### src/rtl/uart_rx_pkg.sv
// ============================================================================
// Module   : uart_rx_pkg
// Purpose  : Shared states, word-length codes and helpers for the UART receiver
// Revision : 1.0
// ============================================================================
`default_nettype none

package uart_rx_pkg;

  typedef enum logic [2:0] {
    IDLE       = 3'd0,
    START      = 3'd1,
    DATA       = 3'd2,
    PARITY     = 3'd3,
    STOP       = 3'd4,
    BREAK_WAIT = 3'd5
  } rx_state_t;

  localparam logic [1:0] WLS_5 = 2'b00;
  localparam logic [1:0] WLS_6 = 2'b01;
  localparam logic [1:0] WLS_7 = 2'b10;
  localparam logic [1:0] WLS_8 = 2'b11;

  function automatic logic [3:0] data_bits(input logic [1:0] wls);
    case (wls)
      WLS_5:   return 4'd5;
      WLS_6:   return 4'd6;
      WLS_7:   return 4'd7;
      default: return 4'd8;
    endcase
  endfunction

endpackage

`default_nettype wire

### src/rtl/uart_bit_sync.sv
// ============================================================================
// Module   : uart_bit_sync
// Purpose  : Flop-chain synchroniser for one asynchronous bit, resets to 1
// Revision : 1.0
// ============================================================================
`default_nettype none

module uart_bit_sync #(
  parameter int STAGES = 2
) (
  input  logic clk,
  input  logic reset,
  input  logic i_d,
  output logic o_q
);

  logic [STAGES-1:0] r_chain;

  if (STAGES == 1) begin : g_single
    always_ff @(posedge clk or negedge reset) begin
      if (!reset) begin
        r_chain <= '1;
      end else begin
        r_chain <= i_d;
      end
    end
  end else begin : g_multi
    always_ff @(posedge clk or negedge reset) begin
      if (!reset) begin
        r_chain <= '1;
      end else begin
        r_chain <= {r_chain[STAGES-2:0], i_d};
      end
    end
  end

  assign o_q = r_chain[STAGES-1];

endmodule

`default_nettype wire

### src/rtl/uart_rx_deserializer.sv
// ============================================================================
// Module   : uart_rx_deserializer
// Purpose  : 16x-oversampled UART receive front end feeding the RX FIFO
// Revision : 1.0
// ============================================================================
`default_nettype none

module uart_rx_deserializer
  import uart_rx_pkg::*;
#(
  parameter int OVERSAMPLE  = 16,
  parameter int SYNC_STAGES = 2
) (
  input  logic       wr_clk,
  input  logic       reset,
  input  logic       baud_tick,
  input  logic       rx_in,
  input  logic [1:0] wls,
  input  logic       pen,
  input  logic       eps,
  input  logic       sp,
  input  logic       fifo_full,
  output logic [7:0] rx_data,
  output logic       rx_wr,
  output logic       pe,
  output logic       fe,
  output logic       bi,
  output logic       oe,
  output logic       busy
);

  localparam int            CW          = $clog2(OVERSAMPLE);
  localparam logic [CW-1:0] C_HALF_LAST = CW'(OVERSAMPLE / 2 - 1);
  localparam logic [CW-1:0] C_FULL_LAST = CW'(OVERSAMPLE - 1);

  rx_state_t     r_state;
  rx_state_t     w_next;
  logic [CW-1:0] r_cnt;
  logic [2:0]    r_bit_cnt;
  logic [7:0]    r_shift;
  logic          r_par_acc;
  logic          r_par_bit;
  logic          r_pe_int;
  logic [1:0]    r_wls;
  logic          r_pen;
  logic          r_eps;
  logic          r_sp;

  logic w_rxs;
  logic w_half;
  logic w_full;
  logic w_clr_cnt;
  logic w_load_cfg;
  logic w_shift;
  logic w_par_sample;
  logic w_stop_sample;
  logic w_last_bit;
  logic w_par_exp;
  logic w_break;

  uart_bit_sync #(
    .STAGES (SYNC_STAGES)
  ) u_sync (
    .clk   (wr_clk),
    .reset (reset),
    .i_d   (rx_in),
    .o_q   (w_rxs)
  );

  assign w_half     = baud_tick && (r_cnt == C_HALF_LAST);
  assign w_full     = baud_tick && (r_cnt == C_FULL_LAST);
  assign w_last_bit = ({1'b0, r_bit_cnt} == (data_bits(r_wls) - 4'd1));
  assign w_par_exp  = r_sp ? ~r_eps : (r_eps ? r_par_acc : ~r_par_acc);
  // Break: every sampled bit of the frame, including the stop bit, was 0.
  assign w_break    = (r_shift == 8'h00) && !(r_pen && r_par_bit) && !w_rxs;
  assign busy       = (r_state != IDLE);

  always_ff @(posedge wr_clk or negedge reset) begin
    if (!reset) begin
      r_state <= IDLE;
    end else begin
      r_state <= w_next;
    end
  end

  always_comb begin
    w_next        = r_state;
    w_clr_cnt     = 1'b0;
    w_load_cfg    = 1'b0;
    w_shift       = 1'b0;
    w_par_sample  = 1'b0;
    w_stop_sample = 1'b0;
    case (r_state)
      IDLE: begin
        if (baud_tick && !w_rxs) begin
          w_next    = START;
          w_clr_cnt = 1'b1;
        end
      end
      START: begin
        if (w_half) begin
          if (!w_rxs) begin
            w_next     = DATA;
            w_clr_cnt  = 1'b1;
            w_load_cfg = 1'b1;
          end else begin
            w_next = IDLE;
          end
        end
      end
      DATA: begin
        if (w_full) begin
          w_shift = 1'b1;
          if (w_last_bit) begin
            w_next = r_pen ? PARITY : STOP;
          end
        end
      end
      PARITY: begin
        if (w_full) begin
          w_par_sample = 1'b1;
          w_next       = STOP;
        end
      end
      STOP: begin
        if (w_full) begin
          w_stop_sample = 1'b1;
          w_next        = w_break ? BREAK_WAIT : IDLE;
        end
      end
      BREAK_WAIT: begin
        if (baud_tick && w_rxs) begin
          w_next = IDLE;
        end
      end
      default: w_next = IDLE;
    endcase
  end

  // Counter wraps explicitly so non-power-of-two oversample ratios still work.
  always_ff @(posedge wr_clk or negedge reset) begin
    if (!reset) begin
      r_cnt <= '0;
    end else if (w_clr_cnt) begin
      r_cnt <= '0;
    end else if (baud_tick) begin
      r_cnt <= (r_cnt == C_FULL_LAST) ? '0 : r_cnt + CW'(1);
    end
  end

  always_ff @(posedge wr_clk or negedge reset) begin
    if (!reset) begin
      r_bit_cnt <= 3'd0;
      r_shift   <= 8'h00;
      r_par_acc <= 1'b0;
      r_par_bit <= 1'b0;
      r_pe_int  <= 1'b0;
      r_wls     <= WLS_5;
      r_pen     <= 1'b0;
      r_eps     <= 1'b0;
      r_sp      <= 1'b0;
    end else begin
      if (w_load_cfg) begin
        r_bit_cnt <= 3'd0;
        r_shift   <= 8'h00;
        r_par_acc <= 1'b0;
        r_par_bit <= 1'b0;
        r_pe_int  <= 1'b0;
        r_wls     <= wls;
        r_pen     <= pen;
        r_eps     <= eps;
        r_sp      <= sp;
      end
      if (w_shift) begin
        r_shift[r_bit_cnt] <= w_rxs;
        r_par_acc          <= r_par_acc ^ w_rxs;
        r_bit_cnt          <= r_bit_cnt + 3'd1;
      end
      if (w_par_sample) begin
        r_par_bit <= w_rxs;
        r_pe_int  <= (w_rxs != w_par_exp);
      end
    end
  end

  always_ff @(posedge wr_clk or negedge reset) begin
    if (!reset) begin
      rx_data <= 8'h00;
      rx_wr   <= 1'b0;
      pe      <= 1'b0;
      fe      <= 1'b0;
      bi      <= 1'b0;
      oe      <= 1'b0;
    end else begin
      rx_wr <= 1'b0;
      oe    <= 1'b0;
      if (w_stop_sample) begin
        if (fifo_full) begin
          oe <= 1'b1;
        end else begin
          rx_wr   <= 1'b1;
          rx_data <= w_break ? 8'h00 : r_shift;
          pe      <= r_pe_int;
          fe      <= ~w_rxs;
          bi      <= w_break;
        end
      end
    end
  end

endmodule

`default_nettype wire
### config.mk
export PLATFORM = sky130hd
export DESIGN_NAME = uart_rx_deserializer
export DESIGN_NICKNAME = d
export VERILOG_FILES = /design/src/rtl/uart_rx_pkg.sv /design/src/rtl/uart_bit_sync.sv /design/src/rtl/uart_rx_deserializer.sv
export SDC_FILE = /design/constraint.sdc
export NUM_CORES = 1
export LEC_CHECK = 0
export ABC_AREA = 1
export BUFFER_PORTS_ARGS = -buffer_cell sky130_fd_sc_hd__buf_2
export CAP_MARGIN = 25
export CORE_ASPECT_RATIO = 0.6
export CORE_UTILIZATION = 52
export CTS_CLUSTER_DIAMETER = 80
export DETAILED_ROUTE_END_ITERATION = 8
export PLACE_DENSITY = 0.78
export SKIP_CTS_REPAIR_TIMING = 1
export SLEW_MARGIN = 20
export SYNTH_ARGS = -nofsm -noshare
export SYNTH_HDL_FRONTEND = slang
export SYNTH_SLANG_ARGS = --single-unit
### constraint.sdc
create_clock -name wr_clk -period 1.3 [get_ports wr_clk]
set_input_delay 0.195 -clock wr_clk [delete_from_list [all_inputs] [get_ports wr_clk]]
set_output_delay 0.195 -clock wr_clk [all_outputs]
set_load 0.01 [all_outputs]
Yosys cells after proc, flatten, opt, wreduce, memory -nomap -nowiden
Index checks and enable logic that the tools add are counted.

storage, ports and cells
  flip-flop bits (word level) = 41
  output and inout port bits = 14
  bits of input ports = 10
  word-level logic and storage cells = 107

operators by class
  equality and inequality tests = 18
  order comparisons = 2
  muxes and demuxes = 42
  $add $sub $neg = 3
  bitwise gates (word level) = 5
  reduce and logical (&&, ||, !) cells = 19

operators by type and width
  operator                                            count
  two-way mux 3 bit                                   11
  two-way mux 8 bit                                   3
  two-way mux 1 bit                                   19
  one-hot mux 3 bit (6 select lines)                  1
  != test 2 bit, second input constant                7
  two-way mux 4 bit                                   3
  one-hot mux 4 bit (3 select lines)                  1
  bitwise mux 8 bit                                   1
  logical AND 1 bit                                   8
  zero test 8 bit                                     1
  AND reduction 7 bit                                 1
  == test 3 x 2 -> 1 bit, second input constant       2
  == test 3 bit, second input constant                2
  nonzero test 2 bit                                  3
  adder 4 x 1 -> 4 bit, second input constant         1
  == test 3 x 4 -> 1 bit                              1
  == test 4 x 3 -> 1 bit, second input constant       1
  == test 4 bit, second input constant                1
  < comparator 3 x 4 -> 1 bit, second input constant  1
  NOT 1 bit                                           4
  subtractor 4 x 1 -> 4 bit, second input constant    1
  adder 3 x 1 -> 3 bit, second input constant         1
  demux 1 bit (select 3 bit)                          1
  == test 3 x 1 -> 1 bit, second input constant       1
  other kinds (12)                                    13

Logic depth before layout (Yosys ltp)
  depth after elaboration = 7
  depth in mapped cells = 10
  gate-level depth less buffers = 10

Modules after synthesis
Synthesis repeated with hierarchy kept, for this count alone.

second synthesis, totals
  cell total of the unflattened synthesis = 241
  area total of the unflattened synthesis = 1979.4 um2

by module, submodules not included
  module                area an instance (um2)  sequential area each (um2)  cells an instance  times used
  uart_rx_deserializer  1926.8                  975.9                       239                1
  uart_bit_sync         52.6                    52.6                        2                  1

Worst setup path after synthesis
OpenSTA, ideal clock, no wires.

  path kind = register -> register
  start = register r_cnt[0]
  end = register bi
  setup slack = -0.059 ns
  data required time = 1.173 ns
  library setup time = 0.127 ns
  stages on the path, launching flop included = 8
  path buffers = 1
  clock period less this slack = 1.359 ns
  arrival = 1.232 ns
  cell sequence = dfrtp_1 > ha_1 > nand2_2 > nor2_4 > nand3_2 > buf_6 > nand2_1 > o21ai_0

on the way
  word-level cells in the longest chain between the ends = 5

ends and longest elaborated chain
  item                                  RTL line                     text
  from (decl)                           uart_rx_deserializer.sv:38   logic [CW-1:0] r_cnt;
  from (signal assigned)                uart_rx_deserializer.sv:147  r_cnt <= (r_cnt == C_FULL_LAST) ? '0 : r_cnt + CW'(1);
  == test 4 bit                         uart_rx_deserializer.sv:71   assign w_full = baud_tick && (r_cnt == C_FULL_LAST);
  logical AND 1 bit                     uart_rx_deserializer.sv:71
  two-way mux 1 bit                     uart_rx_deserializer.sv:126  if (w_full) begin
  two-way mux 1 bit                     uart_rx_deserializer.sv:93   case (r_state)
  AND reduction 2 bit (no source line)  -
  to (signal assigned)                  uart_rx_deserializer.sv:205  bi <= w_break;
  to (decl)                             uart_rx_deserializer.sv:27   output logic bi,

No other way between the ends.
A chain may end at the register's enable or synchronous reset.

Worst setup path after layout
  start = register r_cnt[0]
  end = register pe

on the way
  word-level cells in the longest chain between the ends = 5

ends and longest elaborated chain
  item                                  RTL line                     text
  == test 4 bit                         uart_rx_deserializer.sv:71
  logical AND 1 bit                     uart_rx_deserializer.sv:71
  two-way mux 1 bit                     uart_rx_deserializer.sv:126
  two-way mux 1 bit                     uart_rx_deserializer.sv:93
  AND reduction 2 bit (no source line)  -
  to (signal assigned)                  uart_rx_deserializer.sv:203  pe <= r_pe_int;
  to (decl)                             uart_rx_deserializer.sv:25   output logic pe,

No other way between the ends.

==> flow_summary.json <==
{
  "grt_max_degree": 29,
  "netlist_area_um2": 2031,
  "antenna_found_initial": 0,
  "num_rows": 17,
  "synth.avg_cell_area_um2": 8.461,
  "cts_tree": "done",
  "async_reset_ff_frac": 1.000,
  "worstMarginPinSlew_ns": 0.3287,
  "synth_cell_types": 26,
  "initial_core_util": 0.5487,
  "period_minus_slack_ns": 1.564,
  "worstHoldPathCells": 3,
  "fillers": 228,
  "combPwrFrac": 0.362,
  "seq_power_share": 0.383,
  "slew_headroom": 0.7808,
  "crit_type": "flop to flop",
  "power.internal_mw": 2.693,
  "ant_nets": 0,
  "die_width_um": 82.68,
  "first_pass_iters": 4,
  "period_share": 1.203,
  "antenna_cells": 0,
  "vias": 1897,
  "finalNetCount": 313,
  "peakVddDrop_mv": 1.178,
  "clock_sinks": 41,
  "critPathRequiredTime_ns": 1.56,
  "critPathArrivalTime_ns": 1.82,
  "synthCells": 240,
  "clock_skew_ns": 0.02120,
  "synth_seq_cells": 41,
  "finalMaxSlewViolations": 0,
  "drive_gt1_frac": 0.4702,
  "grt_pass1_wl_um": 7307,
  "synth-seq-area-share": 0.5065,
  "grt_pass1_vias": 1589,
  "max_freq_mhz": 639.6,
  "htree_num_levels": 2,
  "power_density_nw_per_um2": 1464,
  "power.leakage_nw": 1.436,
  "dieArea_um2": 4167,
  "syn_nets": 252,
  "end_kind": "flop",
  "ioPinCount": 24,
  "rsz0062_at_grt": "true",
  "clockRootBuffer": "clkbuf_8",
  "gp_congestion": 0.8638,
  "synth_warnings": 0,
  "finalWorstSetupSlack_ns": -0.2636,
  "wl_per_cell_um": 16.40,
  "p_sw_mw": 1.535,
  "yosys-top-cells-count": "nand2_1, dfrtp_1, inv_1",
  "drt_iter0_markers": 206,
  "start_kind": "flop",
  "core_area_um2": 3701,
  "failed_checks": "setup timing",
  "die_h_um": 50.41,
  "status": "finished with violations",
  "cts_buffer_depth": 2,
  "hpwlAfterDp_um": 3384,
  "yosysTopAreaCell": "dfrtp_1",
  "hold_slack_ns": 0.1280,
  "grt-ovfl-total": 0,
  "dpl_worst_slack_ns": -0.1506,
  "netlist_top_cells_area": "dfrtp_1, nand2_1, nand3_1",
  "setup_viol": 39,
  "synth_flop_cell": "dfrtp_1",
  "synth_top_area_share": 0.4806,
  "drc": 0,
  "hold_viol": 0,
  "routed_wl_um": 5722,
  "rr_worst_depth": 9,
  "yosysMostFrequentCell": "nand2_1",
  "hold_class": "primary input to flop",
  "io_buffers": 23,
  "clock_latency_ns": 0.31,
  "p_sw_frac": 0.3631,
  "vias_per_cell": 5.436,
  "p_clk_frac": 0.255,
  "synth-edff-count": 0,
  "grt_usage": 0.2420,
  "areaGrowthSynthToFinish_pct": 42.14,
  "cp_max_fo": 6,
  "max_cap_violations": 0,
  "path_clk_slew_ns": 0.10,
  "cts_buffers": 5
}
-- critical path, cell delays in order (launching register included) --
cell	delay, ns
dfrtp_1	0.41
ha_4	0.19
nand2_4	0.07
nor2_4	0.20
buf_6	0.13
nand3_4	0.12
buf_12	0.18
inv_2	0.06
nand2_1	0.08
nand2_2	0.08
-- cells by family (layout without fill, tap and decap cells) --
logic type | Yosys count | count (layout) | synth area share
AOI/OAI and AO/OA | 38 | 38 | 0.1103
xor gates and xnor gates | 4 | 4 | 0.01725
adders and majority gates | 2 | 2 | 0.01232
buffers and inverters | 36 | 98 | 0.08502
DFF | 41 | 41 | 0.5065
and+or+nand+nor | 119 | 119 | 0.2686
-- per-stage QoR --
step | total power [mW] | area (µm²) | TNS, ns | util | instances
floorplan | 2.316 | 2051 | 0 | - | 240
global placement | 2.768 | 2385 | -1.667 | 0.6444 | 330
detailed placement | 2.815 | 2385 | -3.106 | 0.6444 | 330
CTS | 3.862 | 2500 | -3.275 | 0.6755 | 338
global route | 4.412 | 2887 | -7.840 | 0.7799 | 349
finish | 4.227 | 2887 | -5.616 | 0.7799 | 349
-- path summary, 6_finish.rpt --
check                                       start                end  slack (ns)
worst max-delay path                     r_cnt[0]                 pe       -0.26
worst min-delay path                           sp               r_sp        0.13
worst max register to register           r_cnt[0]                 pe       -0.26
worst min register to register  u_sync.r_chain[0]  u_sync.r_chain[1]        0.36
max in group asynchronous                   reset  u_sync.r_chain[0]        0.45
min in group asynchronous                   reset         rx_data[7]        0.30
-- flip-flops by register name (all words and copies together) (netlist names) --
signal,count
rx_data,8
u_sync.r_chain,2
r_pen,1
r_eps,1
r_par_acc,1
r_state,3
r_sp,1
r_bit_cnt,3
oe,1
r_shift,8
pe,1
bi,1
r_pe_int,1
fe,1
rx_wr,1
r_cnt,4
r_par_bit,1
r_wls,2
-- area by class of cell --
cell class                 instances  area [µm²]  area share
clock inverter                     3       46.29     0.01604
tap                               47       58.81     0.02037
timing repair buffer              60       495.5      0.1717
sequential                        41        1030      0.3567
inverter                          30       112.6     0.03901
clock buffer                       5       68.82     0.02384
multi-input combinational        163        1075      0.3723
-- power by group through the flow --
| stage | clock network (mW) | registers, mW | logic [mW] |
|---|---|---|---|
| 3_3_place_gp | 0 | 1.60 | 1.17 |
| 4_1_cts | 1.07 | 1.59 | 1.21 |
| 5_1_grt | 1.13 | 1.63 | 1.65 |
| 6_report | 1.08 | 1.62 | 1.53 |
| 3_5_place_dp | 0 | 1.61 | 1.20 |
| 2_1_floorplan | 0 | 1.62 | 0.692 |
-- per-layer routing --
layer  GRT usage  share of wire  wire length, µm  up-vias
li1            -              -                -      892
met1      0.3588           0.45             2563      914
met2      0.3333           0.48             2733       76
met3     0.06909          0.053              304       15
met4     0.08621          0.021              121        0
met5           0              0                0        -
-- cells in the final DEF (no fill, tap or decap), types with 3 or more instances in the layout --
cell type / Yosys / layout
nand2_4: 1 / 5
nand3_2: 2 / 9
buf_12: 0 / 3
nand3_1: 24 / 14
buf_4: 2 / 25
nand2_1: 60 / 34
nand2_2: 1 / 23
nand3_4: 0 / 3
o21ai_1: 14 / 11
inv_1: 29 / 28
nor2_1: 20 / 15
buf_2: 0 / 22
a21oi_2: 0 / 3
buf_6: 4 / 6
dfrtp_1: 39 / 38
nor2_2: 2 / 4
nor2_4: 4 / 7
xnor2_1: 4 / 4
a21oi_1: 7 / 4
clkbuf_8: 0 / 5
o21ai_2: 7 / 14
(Power assumes the default switching activity.)
